`src/rtl/uart_rx_mmio.sv`:
```
// 8N1 UART receiver with a small FIFO, read through DATA/STATUS registers.
// Ports: clk, rst (async active-low), rx (serial line, idle high),
//   rd_en (I/O load strobe), sel (0 = DATA, 1 = STATUS),
//   Dout (combinational read data), irq (FIFO non-empty).
module uart_rx_mmio #(
    parameter int CLKS_PER_BIT = 434,
    parameter int FIFO_DEPTH   = 8,
    parameter int PTR_W        = 3
) (
    input  logic        clk,
    input  logic        rst,
    input  logic        rx,
    input  logic        rd_en,
    input  logic        sel,
    output logic [31:0] Dout,
    output logic        irq
);

    localparam int CNT_W = $clog2(CLKS_PER_BIT);
    localparam logic [CNT_W-1:0] HALF = CNT_W'(CLKS_PER_BIT / 2 - 1);
    localparam logic [CNT_W-1:0] FULL = CNT_W'(CLKS_PER_BIT - 1);
    localparam logic [PTR_W:0]   DEPTH = (PTR_W + 1)'(FIFO_DEPTH);

    typedef enum logic [1:0] {
        S_IDLE,
        S_START,
        S_DATA,
        S_STOP
    } state_t;

    state_t           state, state_n;
    logic [CNT_W-1:0] cnt, cnt_n;
    logic [2:0]       bi, bi_n;
    logic [7:0]       shift, shift_n;
    logic             rx_q1, rx_s;
    logic             push, ferr_set;

    logic [7:0]       mem [FIFO_DEPTH];
    logic [PTR_W-1:0] wr_ptr, rd_ptr;
    logic [PTR_W:0]   count;
    logic             frame_err, overrun;
    logic             not_empty, full, pop, push_ok, ovr_set, st_rd;
    logic [3:0]       cnt4;

    always_ff @(posedge clk or negedge rst) begin
        if (!rst) begin
            rx_q1 <= 1'b1;
            rx_s  <= 1'b1;
            state <= S_IDLE;
            cnt   <= '0;
            bi    <= '0;
            shift <= '0;
        end else begin
            rx_q1 <= rx;
            rx_s  <= rx_q1;
            state <= state_n;
            cnt   <= cnt_n;
            bi    <= bi_n;
            shift <= shift_n;
        end
    end

    always_comb begin
        state_n  = state;
        cnt_n    = cnt;
        bi_n     = bi;
        shift_n  = shift;
        push     = 1'b0;
        ferr_set = 1'b0;
        unique case (state)
            S_IDLE: begin
                if (!rx_s) begin
                    state_n = S_START;
                    cnt_n   = HALF;
                end
            end
            S_START: begin
                if (cnt == '0) begin
                    if (!rx_s) begin
                        state_n = S_DATA;
                        cnt_n   = FULL;
                        bi_n    = '0;
                    end else begin
                        state_n = S_IDLE;
                    end
                end else begin
                    cnt_n = cnt - CNT_W'(1);
                end
            end
            S_DATA: begin
                if (cnt == '0) begin
                    shift_n = {rx_s, shift[7:1]};
                    cnt_n   = FULL;
                    if (bi == 3'd7) state_n = S_STOP;
                    else            bi_n    = bi + 3'd1;
                end else begin
                    cnt_n = cnt - CNT_W'(1);
                end
            end
            S_STOP: begin
                if (cnt == '0) begin
                    state_n  = S_IDLE;
                    push     = rx_s;
                    ferr_set = !rx_s;
                end else begin
                    cnt_n = cnt - CNT_W'(1);
                end
            end
            default: state_n = S_IDLE;
        endcase
    end

    assign not_empty = (count != '0);
    assign full      = (count == DEPTH);
    assign pop       = rd_en & !sel & not_empty;
    // A full FIFO still accepts a byte when the same edge frees a slot.
    assign push_ok   = push & (!full | pop);
    assign ovr_set   = push & full & !pop;
    assign st_rd     = rd_en & sel;

    always_ff @(posedge clk) begin
        if (push_ok) mem[wr_ptr] <= shift;
    end

    always_ff @(posedge clk or negedge rst) begin
        if (!rst) begin
            wr_ptr    <= '0;
            rd_ptr    <= '0;
            count     <= '0;
            frame_err <= 1'b0;
            overrun   <= 1'b0;
        end else begin
            if (push_ok) wr_ptr <= wr_ptr + PTR_W'(1);
            if (pop)     rd_ptr <= rd_ptr + PTR_W'(1);
            unique case ({push_ok, pop})
                2'b10:   count <= count + (PTR_W + 1)'(1);
                2'b01:   count <= count - (PTR_W + 1)'(1);
                default: count <= count;
            endcase
            // Set beats the clear-on-read of the same edge.
            frame_err <= ferr_set | (frame_err & !st_rd);
            overrun   <= ovr_set | (overrun & !st_rd);
        end
    end

    generate
        if (PTR_W + 1 > 4) begin : g_sat
            assign cnt4 = (|count[PTR_W:4]) ? 4'hF : count[3:0];
        end else begin : g_ext
            assign cnt4 = 4'(count);
        end
    endgenerate

    assign irq = not_empty;

    always_comb begin
        Dout = '0;
        if (sel) begin
            Dout[0]   = not_empty;
            Dout[1]   = full;
            Dout[2]   = frame_err;
            Dout[3]   = overrun;
            Dout[7:4] = cnt4;
        end else if (not_empty) begin
            Dout[7:0] = mem[rd_ptr];
        end
    end

endmodule
```
`config.mk`:
```
export PLATFORM = sky130hd
export DESIGN_NAME = uart_rx_mmio
export DESIGN_NICKNAME = d
export VERILOG_FILES = /design/src/rtl/uart_rx_mmio.sv
export SDC_FILE = /design/constraint.sdc
export NUM_CORES = 1
export LEC_CHECK = 0
export BUFFER_PORTS_ARGS = -buffer_cell sky130_fd_sc_hd__buf_2
export CAP_MARGIN = 20
export CORE_UTILIZATION = 45
export CTS_CLUSTER_SIZE = 8
export DETAILED_ROUTE_END_ITERATION = 12
export PLACE_DENSITY = 0.64
export SYNTH_ARGS = -nofsm -noshare
export SYNTH_HDL_FRONTEND = slang
export SYNTH_SLANG_ARGS = --single-unit
```
`constraint.sdc`:
```
create_clock -name clk -period 3.35 [get_ports clk]
set_input_delay 0.5025 -clock clk [delete_from_list [all_inputs] [get_ports clk]]
set_output_delay 0.5025 -clock clk [all_outputs]
set_load 0.02 [all_outputs]
```
==> run_results.csv, run 1 <==
group,metric,value,unit
die,fp-row-count,37,
power,sw_frac_of_total,30.8,%
route,firstDrtPassIters,4,
global_route,gr-total-overflow,0,
placement,port-buffer-count,13,
global_route,grt_antenna_before_repair,0,
die,start_util,46.2,%
route,drc,0,
route,routed_wl,8250,um
layout,layout_common_cells,"edfxtp_1 (64), dfrtp_1 (34), conb_1 (24)",
critical_path,cp_top_family,"simple AND/OR/NAND/NOR gates",
layout,diodes,0,
timing,finClkSkew,12.8,ps
global_route,grt_max_degree,37,
power,ir_drop,0.301,mV
placement,routabilityCongestion,0.808,
critical_path,setup.worst_path.start_class,"flip-flop",
critical_path,cp_max_fo,8,
synth,yosysUniqueCellTypes,57,
layout,fin_area,5090,um^2
die,die_area,11000,um^2
route,wl_per_cell,16.7,um
layout,fin_util,49.5,%
timing,rsz0062_at_grt,"no",
synth,netlist_area,4750,um^2
power,clockPowerShare,24.5,%
placement,place_inst,478,
power,combPwrFrac,24.9,%
global_route,grt_pass1_vias,2553,
synth,ys.flop_type,"edfxtp_1",
placement,place_area,4900,um^2
synth,ys_seq_elements,100,
synth,syn_inst,334,
timing,fmax,355,MHz
critical_path,cp_data_required_time,3350,ps
timing,tightest_slew,1040,ps
synth,synth_edf_count,64,
synth,yosysTopAreaCell,"edfxtp_1",
timing,hold_viol,0,
power,p_leak,1.90,nW
clocking,clk_latency,370,ps
route,num_vias,2676,
timing,finalMaxSlewViolations,0,
clocking,clk_pin_slew,100,ps
layout,final_cells,494,
critical_path,critPathArrivalTime,2820,ps
die,die-height,105,um
synth,async_flop_share,36.0,%
clocking,clk_path_buf_depth,2,
critical_path,cp_num_cells,6,
clocking,postCtsSetupBuffers,0,
die,ios,38,
route,postRouteAntennaNets,0,
power,netSwitchingPower,0.893,mW
global_route,grtUsageTotal,16.1,%
critical_path,slowest_delay,560,ps
synth,synth.avg_cell_area,14.2,um^2
layout,final_common_cell,"edfxtp_1",
synth,seq_area_frac_synth,59.5,%
clocking,cts_tree,"yes",
timing,finalSetupTns,0,ps
synth,netlist.area_leader.share,40.5,%
timing,setup_viol,0,
die,die_x,105,um
die,core-area,10300,um^2
critical_path,ff2ff_path_depth,6,
placement,dp_hpwl,5800,um
timing,timing.final.crit_share,84.2,%
clocking,cts_hold_buf,0,
synth,synth.top_cells.by_area,"edfxtp_1 (40%), dfrtp_1 (18%), mux4_2 (7.6%)",
job,cap_violations,0,
clocking,clock-sinks,100,
route,vias_per_cell,5.42,
clocking,h-tree-depth,3,
synth,synth_warnings,0,
power,p_seq_share,50.7,%
layout,drive_gt1_share,22.3,%
timing,period_needed,2820,ps
power,power_density,570,nW/um^2
clocking,post_cts_resized,0,
global_route,grt_pass1_wl,13400,um
critical_path,setup.worst_path.end_class,"flip-flop",
critical_path,path_class,"reg -> reg",
worst_hold_path,hp-class,"in -> async",
outcome,status,"completed",
route,drtIter0Drc,137,
critical_path,cp_cell_sequence,"inv_1, ha_1, or4b_4, a2111oi_4, nand2b_1, nor2_1",
timing,maxSlewHeadroom,30.3,%
power,p_int,2.01,mW
clocking,cts_inserted_buffers,9,
clocking,cts-root-buf,"clkbuf_8",
critical_path,cpMaxStageDelayCell,"nor2_1",
layout,final_nets,369,
layout,nFillCells,879,
layout,areaGrowthSynthToFinish,7.14,%
critical_path,crit_buf_inv,1,
## routing by layer
metal  vias to the layer above  global-route usage [%]  share of wire, %
met5                         -                       0                 0
met4                         0                    4.53               1.2
met2                        69                    24.0                45
met1                      1342                    23.1                49
met3                         9                    4.68               4.3
li1                       1256                       -                 -
## power by group through the flow
stage,Sequential [mW],Clock (mW),Combinational [mW]
2_1_floorplan,1.38,0,0.681
3_3_place_gp,1.50,0,0.727
3_5_place_dp,1.50,0,0.730
4_1_cts,1.47,0.729,0.733
5_1_grt,1.48,0.780,0.781
6_report,1.47,0.710,0.720
## state kept, by name, summed over array words and instances (netlist names), named ones only
register / flops
mem: 64
cnt: 9
shift: 8
bi: 3
frame_err: 1
rd_ptr: 3
state: 1
overrun: 1
cnt4: 4
wr_ptr: 3
rx_q1: 1
rx_s: 1
## cells in the mapped netlist (all sizes together), types with 2 or more instances
cell type and number:
nor2 16, o21ai 12, a21o 2, mux2i 7, xnor2 5, dfstp 2
a31oi 4, nor4 4, a21oi 10, ha 11, inv 13, nor2b 4
clkbuf 9, nand3 3, edfxtp 64, o2111ai 2, or3 2, buf 28
nor3 4, mux4 16, a22o 6, xor2 2, nand2 21, o211ai 2
dfrtp 34, mux2 17, a211oi 6, nor4b 2, o31ai 2, nand2b 6
## final cells by class
cell class | count | area (um^2) | share of cell area, %
multi-input combinational | 207 | 1730 | 34.0
clock inverter | 6 | 55.1 | 1.08
sequential | 100 | 2830 | 55.5
timing repair buffer | 22 | 133 | 2.61
tap | 136 | 170 | 3.34
clock buffer | 10 | 128 | 2.51
inverter | 13 | 48.8 | 0.959
## stage by stage
stage	total power [mW]	worst slack [ps]	hold WS, ps
2_1_floorplan	2.06	638	207
3_3_place_gp	2.23	604	346
3_5_place_dp	2.23	547	349
4_1_cts	2.93	477	215
5_1_grt	3.04	339	207
6_report	2.90	531	231
## logic make-up (layout without fill, tap and decap cells)
family,Yosys count,in the layout,synth area share [%]
mux,40,40,13.1
fa+ha+maj,11,11,2.90
xor+xnor,7,7,1.29
other cells,1,24,0.0790
simple gates,67,67,8.04
flops,100,100,59.5
compound gates,58,58,9.17
buf+inv,50,51,5.93
## path summary, 6_finish.rpt
| check | end | start | slack [ps] |
|---|---|---|---|
| worst max-delay path | mem[6][5] | cnt[0] | 530 |
| worst min-delay path | cnt[4] | rst | 230 |
| worst max register to register | mem[6][5] | cnt[0] | 530 |
| worst min register to register | rx_s | rx_q1 | 360 |
| max in group asynchronous | shift[6] | rst | 2580 |
| min in group clk | rx_q1 | rx | 230 |
No activity file was read; power rests on OpenSTA's default activity.
==> run 2: changes to the inputs <==
- ABC_AREA: unset -> 1
- clock period: 3.35 -> 2.8 ns (I/O delays scaled with it)
==> run 2 against run 1 <==
Against the previous run:
- synthesized area fell by 1.9%
- global-route usage grew 1.9 points
- first-iteration DRC count increased by 9.5%
- sequential share of layout area increased by 0.40 points
- critical path depth rose by 2
- worst hold slack worse by 78 ps
- critical endpoint is now Dout[0]
==> run_results.csv, run 2 <==
group,metric,value,unit
clocking,clock-sinks,100,
power,power_density,733,nW/um^2
synth,syn_inst,440,
global_route,grt_max_degree,37,
power,ir_drop,0.391,mV
die,core-area,9910,um^2
timing,finalSetupTns,0,ps
clocking,postCtsSetupBuffers,0,
global_route,grtUsageMet2,28.2,%
synth,synth.top_cells.by_area,"edfxtp_1 (41%), dfrtp_1 (18%), o21ai_0 (5.4%)",
global_route,grt-busiest-layer,"met2",
synth,yosysUniqueCellTypes,41,
global_route,grt_pass1_wl,15200,um
layout,layout_common_cells,"edfxtp_1 (64), nand2_1 (61), o21ai_0 (50)",
critical_path,cp_cell_sequence,"buf_4, inv_1, buf_4, nand2_1, a221oi_1, o21ai_0, inv_1, buf_2",
die,ios,38,
global_route,gr-total-overflow,0,
synth,synth.avg_cell_area,10.6,um^2
route,firstDrtPassIters,4,
clocking,h-tree-depth,3,
placement,dp_hpwl,6310,um
layout,drive_gt1_share,13.7,%
synth,synthTopCellsByCount,"edfxtp_1 (64), nand2_1 (61), o21ai_0 (50)",
critical_path,worst_r2r_startpoint,"cnt[0]",
job,cap_violations,0,
outcome,status,"completed",
layout,diodes,0,
route,routed_wl,9010,um
timing,setup_viol,0,
clocking,cts-root-buf,"clkbuf_8",
critical_path,reg2reg_slack,530,ps
die,fp-row-count,36,
timing,maxSlewHeadroom,45.0,%
global_route,grt_use_met1,25.1,%
clocking,post_cts_resized,0,
critical_path,crit_start,"rd_ptr[0]",
clocking,cts_hold_buf,0,
synth,ys.flop_type,"edfxtp_1",
critical_path,critPathArrivalTime,2110,ps
timing,finalMaxSlewViolations,0,
route,num_vias,3042,
route,vias_per_cell,5.07,
synth,yosysTopAreaCell,"edfxtp_1",
critical_path,setup.worst_path.start_class,"flip-flop",
synth,yosysMostFrequentCell,"edfxtp_1",
timing,finClkSkew,17.6,ps
layout,areaGrowthSynthToFinish,8.43,%
die,start_util,47.0,%
clocking,clk_pin_slew,100,ps
route,postRouteAntennaNets,0,
layout,final_common_cell,"edfxtp_1",
route,wl_per_cell,15.0,um
synth,synth_warnings,0,
critical_path,cpMaxStageDelayCell,"dfrtp_1",
timing,fmax,395,MHz
route,drc,0,
global_route,use_met3,2.83,%
critical_path,setup.worst_path.end_class,"output pin",
die,die_area,10800,um^2
global_route,grtUsageTotal,18.0,%
synth,ys_seq_elements,100,
placement,port-buffer-count,13,
placement,routabilityCongestion,0.824,
route,drtIter0Drc,150,
timing,tightest_slew,825,ps
power,p_leak,2.08,nW
die,die-height,104,um
synth,netlist.area_leader.share,41.3,%
layout,largest_reg_flops,64,
clocking,clk_latency,360,ps
timing,rsz0062_at_grt,"no",
die,die_x,104,um
global_route,grt_antenna_before_repair,0,
clocking,cts_tree,"yes",
layout,final_nets,478,
critical_path,cp_data_required_time,2380,ps
timing,hold_viol,0,
synth,synth_edf_count,64,
synth,seq_area_frac_synth,60.7,%
worst_hold_path,hp-class,"in -> async",
timing,timing.final.crit_share,90.4,%
critical_path,path_class,"reg -> out",
global_route,grt_pass1_vias,2968,
layout,top_register,"mem",
critical_path,cp_max_fo,31,
clocking,cts_inserted_buffers,9,
timing,holdWs,153,ps
critical_path,slowest_delay,390,ps
synth,netlist_area,4660,um^2
synth,async_flop_share,36.0,%
clocking,clk_path_buf_depth,2,
layout,reg_top3,"mem x64, cnt x9, shift x8",
timing,period_needed,2530,ps
power,power,3.70,mW
==> run 2: cell families after synthesis <==
kind of cell | count (synthesis) | share of synthesized area, %
AOI/OAI and AO/OA | 96 | 12.1
other | 1 | 0.0805
buffers and inverters | 77 | 8.17
xor gates and xnor gates | 7 | 1.32
DFF | 100 | 60.7
adders and majority gates | 11 | 2.95
muxes | 1 | 0.242
and+or+nand+nor | 147 | 14.5
==> run 2: worst paths after layout <==
path,end,depth (start not counted)
worst min-delay path,bi[1],1
worst max-delay path,Dout[0],8
worst max register to register,cnt4[2],16
worst min register to register,rx_s,0
min in group clk,rx_q1,1
max in group asynchronous,wr_ptr[2],1
==> run 2: stage by stage <==
stage / instance area [um^2] / utilization (%) / instances / setup WS (ps)
after detailed placement: 4840 / 48.8 / 584 / 540
after floorplan: 4740 / - / 463 / 360
final: 5050 / 51.0 / 600 / 269
after global routing: 5050 / 51.0 / 600 / 116
after global placement: 4840 / 48.8 / 584 / 603
after CTS: 5050 / 51.0 / 600 / 276
==> run 2: area by class of cell <==
| cell class | count | area, um^2 |
|---|---|---|
| fillers | 882 | 4860 |
| flip-flops and latches | 100 | 2830 |
| multi-input cells | 286 | 1540 |
| well taps | 133 | 166 |
| repair buffers | 25 | 155 |
| inverters | 40 | 150 |
| clock buffers | 9 | 124 |
| clock inverters | 7 | 91.3 |
==> run 2: critical path: cells and delay by family, from the launching register on <==
family	cells	cell delay (ps)
simple gates	1	110
buf+inv	5	750
flops	1	390
compound gates	2	520
==> run 2: report_power, final <==
part	internal, mW	total (mW)	switching, mW
combinational	0.336	1.05	0.712
sequential	1.61	1.68	0.0736
clock	0.437	0.972	0.535
==> run 2: layer usage <==
layer	part of all wire [%]	routed length, um
met5	0	0
met4	1.7	150
met3	5.1	462
met2	47	4220
met1	46	4170
